`src/rtl/wb_trace_fifo.sv`:
```
// wb_trace_fifo: first-word-fall-through trace buffer for write-back events.
// Each captured register write is stamped with a running sequence number and
// buffered until a consumer pops it over a valid/ready handshake. Events that
// arrive while the buffer is full are dropped, counted, and flagged stickily.
module wb_trace_fifo #(
  parameter int DEPTH  = 16,
  parameter int DATA_W = 32,
  parameter int REG_AW = 5,
  parameter int SEQ_W  = 16
) (
  input  logic                     clk,
  input  logic                     rst,
  input  logic                     clear_i,
  input  logic                     trace_en_i,
  input  logic                     wb_wreg_i,
  input  logic [REG_AW-1:0]        wb_wd_i,
  input  logic [DATA_W-1:0]        wb_wdata_i,
  input  logic [DATA_W-1:0]        wb_pc_i,
  output logic                     trace_valid_o,
  input  logic                     trace_ready_i,
  output logic [DATA_W-1:0]        trace_pc_o,
  output logic [REG_AW-1:0]        trace_wd_o,
  output logic [DATA_W-1:0]        trace_wdata_o,
  output logic [SEQ_W-1:0]         trace_seq_o,
  output logic [$clog2(DEPTH):0]   fifo_count_o,
  output logic                     overflow_o,
  output logic [SEQ_W-1:0]         drop_cnt_o
);

  localparam int AW = $clog2(DEPTH);
  localparam int CW = AW + 1;

  // Entry storage; contents are only observable through the valid-gated head.
  logic [DATA_W-1:0] pc_mem_q    [DEPTH];
  logic [REG_AW-1:0] wd_mem_q    [DEPTH];
  logic [DATA_W-1:0] wdata_mem_q [DEPTH];
  logic [SEQ_W-1:0]  seq_mem_q   [DEPTH];

  logic [AW-1:0]    wr_ptr_q, wr_ptr_d;
  logic [AW-1:0]    rd_ptr_q, rd_ptr_d;
  logic [CW-1:0]    count_q, count_d;
  logic [SEQ_W-1:0] seq_q, seq_d;
  logic [SEQ_W-1:0] drop_cnt_q, drop_cnt_d;
  logic             overflow_q, overflow_d;

  logic capture;
  logic full;
  logic empty;
  logic pop;
  logic push;
  logic drop;

  // Event qualification and handshake decode.
  always_comb begin
    capture = wb_wreg_i & trace_en_i & (wb_wd_i != '0);
    full    = (count_q == CW'(DEPTH));
    empty   = (count_q == '0);
    pop     = ~empty & trace_ready_i;
    // A pop in the same cycle frees the slot a full FIFO needs for the push.
    push    = capture & (~full | pop);
    drop    = capture & full & ~pop;
  end

  // Next-state for pointers, occupancy, sequence and drop accounting.
  always_comb begin
    wr_ptr_d   = wr_ptr_q;
    rd_ptr_d   = rd_ptr_q;
    count_d    = count_q;
    seq_d      = seq_q;
    drop_cnt_d = drop_cnt_q;
    overflow_d = overflow_q;

    if (clear_i) begin
      wr_ptr_d   = '0;
      rd_ptr_d   = '0;
      count_d    = '0;
      seq_d      = '0;
      drop_cnt_d = '0;
      overflow_d = 1'b0;
    end else begin
      if (push) begin
        wr_ptr_d = wr_ptr_q + AW'(1);
      end
      if (pop) begin
        rd_ptr_d = rd_ptr_q + AW'(1);
      end
      unique case ({push, pop})
        2'b10:   count_d = count_q + CW'(1);
        2'b01:   count_d = count_q - CW'(1);
        default: count_d = count_q;
      endcase
      // Dropped events still consume a sequence number so gaps reveal them.
      if (capture) begin
        seq_d = seq_q + SEQ_W'(1);
      end
      if (drop) begin
        overflow_d = 1'b1;
        if (drop_cnt_q != '1) begin
          drop_cnt_d = drop_cnt_q + SEQ_W'(1);
        end
      end
    end
  end

  // Control state register with asynchronous active-low reset.
  always_ff @(posedge clk or negedge rst) begin
    if (!rst) begin
      wr_ptr_q   <= '0;
      rd_ptr_q   <= '0;
      count_q    <= '0;
      seq_q      <= '0;
      drop_cnt_q <= '0;
      overflow_q <= 1'b0;
    end else begin
      wr_ptr_q   <= wr_ptr_d;
      rd_ptr_q   <= rd_ptr_d;
      count_q    <= count_d;
      seq_q      <= seq_d;
      drop_cnt_q <= drop_cnt_d;
      overflow_q <= overflow_d;
    end
  end

  // Entry write; a push during clear is harmless since occupancy resets.
  always_ff @(posedge clk) begin
    if (push) begin
      pc_mem_q[wr_ptr_q]    <= wb_pc_i;
      wd_mem_q[wr_ptr_q]    <= wb_wd_i;
      wdata_mem_q[wr_ptr_q] <= wb_wdata_i;
      seq_mem_q[wr_ptr_q]   <= seq_q;
    end
  end

  // Head presentation, forced to zero whenever nothing is buffered.
  always_comb begin
    trace_valid_o = ~empty;
    trace_pc_o    = '0;
    trace_wd_o    = '0;
    trace_wdata_o = '0;
    trace_seq_o   = '0;
    if (!empty) begin
      trace_pc_o    = pc_mem_q[rd_ptr_q];
      trace_wd_o    = wd_mem_q[rd_ptr_q];
      trace_wdata_o = wdata_mem_q[rd_ptr_q];
      trace_seq_o   = seq_mem_q[rd_ptr_q];
    end
  end

  assign fifo_count_o = count_q;
  assign overflow_o   = overflow_q;
  assign drop_cnt_o   = drop_cnt_q;

endmodule

```
`config.mk`:
```
export PLATFORM = sky130hd
export DESIGN_NAME = wb_trace_fifo
export DESIGN_NICKNAME = d
export VERILOG_FILES = /design/src/rtl/wb_trace_fifo.sv
export SDC_FILE = /design/constraint.sdc
export NUM_CORES = 1
export LEC_CHECK = 0
export ABC_AREA = 1
export BUFFER_PORTS_ARGS = -buffer_cell sky130_fd_sc_hd__clkbuf_2
export CAP_MARGIN = 20
export CORE_MARGIN = 8
export CORE_UTILIZATION = 50
export DETAILED_ROUTE_END_ITERATION = 10
export HOLD_SLACK_MARGIN = 0.05
export PLACE_DENSITY_LB_ADDON = 0.2
export REMOVE_ABC_BUFFERS = 1
export SLEW_MARGIN = 30
export SYNTH_ARGS = -nofsm -noshare
export SYNTH_HDL_FRONTEND = slang
export SYNTH_SLANG_ARGS = --single-unit
```
`constraint.sdc`:
```
create_clock -name clk -period 6.3 [get_ports clk]
set_input_delay 0.945 -clock clk [delete_from_list [all_inputs] [get_ports clk]]
set_output_delay 0.945 -clock clk [all_outputs]
set_load 0.1 [all_outputs]
```
==> After elaboration in Yosys (flattened, before gate mapping) <==
Memory sizes are Yosys's and may differ from the RTL's.
Index checks and enable logic that the tools add are counted.
{ "totals": {"register_bits": 46, "latchBits": 0, "mem_bits_rw": 1360, "mem_bits_ro": 0, "inputBits": 75, "output_inout_bits": 108, "wordCells": 58, "n_memories": 4} }
{ "classes": {"addsub": 6, "multipliers": 0, "div": 0, "magnitude_cmp": 0, "eq_ne": 4, "n_shift": 0, "mux": 19, "bitwise": 10, "reduce_logical": 9} }
{ "mem_list": {"columns": ["memory", "depth", "width", "rd", "rd_ports_with_merged_regs", "wr", "line_no", "rtl"], "rows": [
  ["pc_mem_q", 16, 32, 1, 0, 1, "34", "logic [DATA_W-1:0] pc_mem_q [DEPTH];"],
  ["wdata_mem_q", 16, 32, 1, 0, 1, "36", "logic [DATA_W-1:0] wdata_mem_q [DEPTH];"],
  ["seq_mem_q", 16, 16, 1, 0, 1, "37", "logic [SEQ_W-1:0] seq_mem_q [DEPTH];"],
  ["wd_mem_q", 16, 5, 1, 0, 1, "35", "logic [REG_AW-1:0] wd_mem_q [DEPTH];"]
]} }
{ "ops": {"columns": ["op", "n"], "rows": [
  ["16-bit 2-to-1 mux", 6],
  ["32-bit 2-to-1 mux", 2],
  ["16-bit by 1-bit adder with 16-bit output (second input constant)", 2],
  ["4-bit 2-to-1 mux", 4],
  ["16-bit != test (second input constant)", 1],
  ["5-bit 2-to-1 mux", 2],
  ["5-bit one-hot mux with 2 select lines", 1],
  ["2-bit nonzero test", 5],
  ["4-bit by 1-bit adder with 4-bit output (second input constant)", 2],
  ["1-bit bitwise AND", 6],
  ["5-bit by 1-bit adder with 5-bit output (second input constant)", 1],
  ["5-bit equality test (second input constant)", 1],
  ["5-bit zero test", 1],
  ["5-bit nonzero test", 1],
  ["5-bit by 1-bit subtractor with 5-bit output (second input constant)", 1],
  ["1-bit 2-to-1 mux", 4],
  ["1-bit NOT", 3],
  ["3-bit nonzero test", 1],
  ["2-bit by 1-bit equality test with 1-bit output (second input constant)", 1],
  ["2-bit equality test (second input constant)", 1],
  ["2-bit AND reduction", 1],
  ["1-bit bitwise OR", 1]
]} }

==> Depth between registers and ports, before layout <==
{ "logic_depth": {"depth_word": 8, "depth_mapped": 14, "depth_no_buf": 14} }

==> Least setup slack after synthesis <==
No wires, ideal clock.
{ "synth_timing": {"path_type": "register -> register", "from": "reg count_q[1], in the netlist fifo_count_o[1]", "to": "mem pc_mem_q[11][0], enable pin", "setup_ns": 0.529, "t_arrival_ns": 5.298, "t_required_ns": 5.771, "slack_ns": 0.472, "stages_incl_launch_ff": 7, "path_buffers": 0, "period_less_slack_ns": 5.828, "cell_sequence": "dfrtp_1 -> nor2_1 -> nand2_1 -> nor2_1 -> nor2_1 -> nand2_1 -> nor2_1"} }
{ "synth_via": {"elab_chain_cells": 7, "word_cells_on_any_way": 9, "classes_between": "eq/ne: 1; mux: 2; bitwise: 5; reduce/logical: 1"} }
{ "synth_rtl": {"columns": ["element", "line_no", "rtl"], "rows": [
  ["from (decl)", "41", "logic [CW-1:0] count_q, count_d;"],
  ["from (signal assigned)", "117", "count_q <= count_d;"],
  ["5-bit zero test", "57", "empty = (count_q == '0);"],
  ["1-bit NOT", "58", "pop = ~empty & trace_ready_i;"],
  ["1-bit bitwise AND", "58", null],
  ["1-bit bitwise OR *", "60", "push = capture & (~full | pop);"],
  ["1-bit bitwise AND *", "60", null],
  ["1-bit 2-to-1 mux *", "126", "if (push) begin"],
  ["1-bit 2-to-1 mux (implied by the code) *", "127", "pc_mem_q[wr_ptr_q] <= wb_pc_i;"],
  ["to (decl)", "34", null]
]} }
Mark *: on every way between the ends. The rest lies on a longest branch, timed or not.

==> Worst setup path in the final report <==
{ "layout_timing": {"from": "reg rd_ptr_q[0]", "to": "out trace_pc_o[3]"} }
{ "layout_via": {"elab_chain_cells": 2} }
{ "layout_rtl": {"columns": ["element", "line_no", "rtl"], "rows": [
  ["from (decl)", "40", "logic [AW-1:0] rd_ptr_q, rd_ptr_d;"],
  ["from (signal assigned)", "116", "rd_ptr_q <= rd_ptr_d;"],
  ["memory read 16 x 32 bit", null, null],
  ["32-bit 2-to-1 mux", "141", "if (!empty) begin"],
  ["to (decl)", "21", "output logic [DATA_W-1:0] trace_pc_o,"]
]} }
No other way between the ends.

==> metrics <==
status complete, no violations; vias in the first global route 34797; CP startpoint rd_ptr_q[0]$_DFFE_PN0P_; clock transition at the registers of the reported paths 0.06 ns; Bufs on Longest Clock Path 3; Syn Std Cell Area 56600 sq um; RR Endpoint pc_mem_q[2][0]$_DFFE_PP_; setup violators final 0; Total Wirelength 143000 um; vias per inst approximately 5.7; mux contribution to synthesized area 0%; Routability Congestion around 0.78; CP max-delay cell dfrtp_4; post-route ant nets 0; Worst path max stage delay 0.81 ns; hold slack 0.307 ns; Final Max Slew Viols 0; depth of the most critical reg-to-reg path 7; Cell Chain, Critical Path inv_8, buf_4, nand2_1, nand2_1, nand2_1, o211ai_1, nand3_1, a21oi_1, clkbuf_2; post-CTS resize count 0; # hold bufs at CTS 0; largest family of logic cells by synthesized area simple AND/OR/NAND/NOR gates; largest net degree at the start of global routing 200; Layout area overhead 12.1%; TritonRoute pass-1 iters 6; YS warnings 0; most frequent cells after synthesis edfxtp_1 (1360), nor2_1 (1188), o21ai_0 (452), nand3_1 (410), nand2_1 (335); synthesized instance count 4614; final cell count without fillers about 6300; I/O pin count ~180; first-pass GRT wire length 215000 um; Synth Flop Type edfxtp_1; syn avg cell area approximately 12 sq um; Setup CP Type flop to primary output; relative slew slack 23.3%; Final Power 27300 uW; Congestion Overflow GR 0; internal power 16500 uW; core box area about 110000 sq um; Die Height between 300 and 400 um; unrepaired setup endpoints after global routing no; Post-synth EDFFs about 1400; # clock sinks 1406; Max Clk Rate approximately 190 MHz; crit-path most repeated cell nand2_1; sw power 10900 uW; worst slew pin tran ~1.2 ns; maximum VDD drop 0.000545 V; CP required 5.35 ns; largest cells by area after synthesis edfxtp_1 (72%), nor2_1 (7.9%), o21ai_0 (4.0%), nand3_1 (3.6%), nand2_1 (2.2%); FP Rows 123; initial DRC count approximately 4000; Chip Width 352 um; Synth top area share 72.1%; CTS tree yes; Total GRT Usage 22.2%; CTS root buf clkbuf_16; CP Capture Point trace_pc_o[3]; Worst R2R Start fifo_count_o[1]$_DFFE_PN0P_; async set-or-reset flop fraction in the synthesized netlist 3.27%; #FFs+latches synth 1406; clock skew 0.0199 ns; Worst setup SP type flop; final hold viol count 0; reg2reg setup slack between 3 and 4 ns; final routed DRC violation total 0; cell accounting for the most synthesized area edfxtp_1; port bufs 182; Seq/Total Area, Yosys roughly three quarters; Num CTS Buffers 144; clk_lat worst skew 0.74 ns; post-route minimum period between 5 and 6 ns; Setup Buffers After CTS 0; crit path capture type primary output; number of fill cells in the layout 9027; Net Sw Frac 39.8%; placed cell count 6075; full die area about 120000 sq um; Nets slightly below 5000; Compound-Gate Fraction of Synth Area under 10%; Synth cell types 32; H-Tree Depth 4; detailed-route via count between 30000 and 40000; Clock power frac 29.7%; final period utilization a little over four fifths; share of cells above drive strength 1 under 10%; Simple-Gate Fraction of Synth Area 14.1%; CP arrival 4.40 ns; HP Class input pin to asynchronous set/reset pin; part of the power in registers 38.2%; leakage 0.0217 uW; Post-Synth Adder-Cell Area less than 1%; crit path max fanout 148; antenna violations before repair 6; most common cell in the netlist edfxtp_1; Comb pwr share 32.1%; Routed WL per cell 22.5 um; max_cap viols 0; initial core utilization 50.4%; xor/xnor share of the synthesized area 0.170%; hpwl dp roughly 67000 um; power density cells 431 nW/um^2
## worst max-delay path, delay by kind of cell, from the launching register on
| family | cells | cell delay, ns |
|---|---|---|
| flops | 1 | 0.81 |
| simple gates | 4 | 0.32 |
| compound gates | 2 | 0.41 |
| buf+inv | 3 | 1.96 |
## worst min-delay path by stage
stage                       startpoint                          end  slack (ns)  cells after the start
6_report                           rst    drop_cnt_o[5]$_DFFE_PN0P_        0.31                      2
3_3_place_gp    overflow_o$_DFFE_PN0P_       overflow_o$_DFFE_PN0P_        0.49                      2
2_1_floorplan  wr_ptr_q[2]$_DFFE_PN0P_      wr_ptr_q[2]$_DFFE_PN0P_        0.55                      2
4_1_cts                            rst  fifo_count_o[1]$_DFFE_PN0P_        0.29                      2
5_1_grt                            rst  fifo_count_o[1]$_DFFE_PN0P_        0.34                      2
3_5_place_dp    overflow_o$_DFFE_PN0P_       overflow_o$_DFFE_PN0P_        0.50                      2
## power by group through the flow
stage | Combinational, uW | Clock [uW] | Sequential [uW]
floorplan | 6150 | 0 | 10900
global placement | 8750 | 0 | 10600
detailed placement | 8820 | 0 | 10600
CTS | 8840 | 8250 | 10400
global route | 9380 | 8610 | 10400
finish | 8770 | 8130 | 10400
## kinds of logic (layout without fill, tap and decap cells)
| kind of cell | Yosys count | after routing |
|---|---|---|
| xor+xnor | 11 | 11 |
| buf+inv | 336 | 555 |
| simple gates | 1966 | 1966 |
| other cells | 0 | 5 |
| fa+ha+maj | 11 | 11 |
| compound gates | 884 | 884 |
| flops | 1406 | 1406 |
## metal layers
metal  vias to the layer above  routed length (um)  share of wire (%)  track usage (%)
li1                      16791                   -                  -                -
met1                     17899               62100                 44             31.5
met2                      1387               66500                 47             35.4
met3                       227               10600                7.4             3.80
met4                         6                3310                2.3             6.62
met5                         -                  36              0.025                0
## cells in the final DEF, fill, tap and decap left out, drive strengths merged, types with 3 or more instances in the layout
cell type  synthesis  layout
nand2            336     336
a21oi             94      94
ha                10      10
o21bai             3       3
nand4             16      16
o21ai            649     649
or2                4       4
clkbuf           144     368
nor2            1189    1189
buf              154      79
xor2              10      10
clkinvlp           0       3
edfxtp          1360    1360
nor3               8       8
dfrtp             46      46
diode              0       5
clkinv             2      50
inv               36      46
nand3            410     410
o211ai           136     136
bufinv             0       9
## state kept, by name, indices dropped and copies added (netlist names)
| name | cells |
|---|---|
| drop_cnt_o | 16 |
| fifo_count_o | 5 |
| overflow_o | 1 |
| pc_mem_q | 512 |
| rd_ptr_q | 4 |
| seq_mem_q | 256 |
| seq_q | 16 |
| wd_mem_q | 80 |
| wdata_mem_q | 512 |
| wr_ptr_q | 4 |
## layout make-up
cell class | count | area [sq um] | area share [%]
diodes | 5 | 12.5 | 0.0197
clock buffers | 186 | 3830 | 6.04
clock inverters | 70 | 633 | 0.998
inverters | 38 | 175 | 0.276
multi-input cells | 2872 | 13100 | 20.7
flip-flops and latches | 1406 | 42000 | 66.2
well taps | 1500 | 1880 | 2.96
repair buffers | 261 | 1810 | 2.85
## stage by stage
| step | instance area [sq um] | setup TNS (ns) | setup WS, ns | utilization, % |
|---|---|---|---|---|
| after floorplan | 55100 | -1975.61 | -22.84 | - |
| after global placement | 58900 | 0 | 1.73 | 52.4 |
| after detailed placement | 58900 | 0 | 1.70 | 52.4 |
| after CTS | 63400 | 0 | 0.883 | 56.4 |
| after global routing | 63400 | 0 | 0.673 | 56.5 |
| final | 63400 | 0 | 0.950 | 56.5 |
Note: power is estimated with default switching activity, not from simulation.
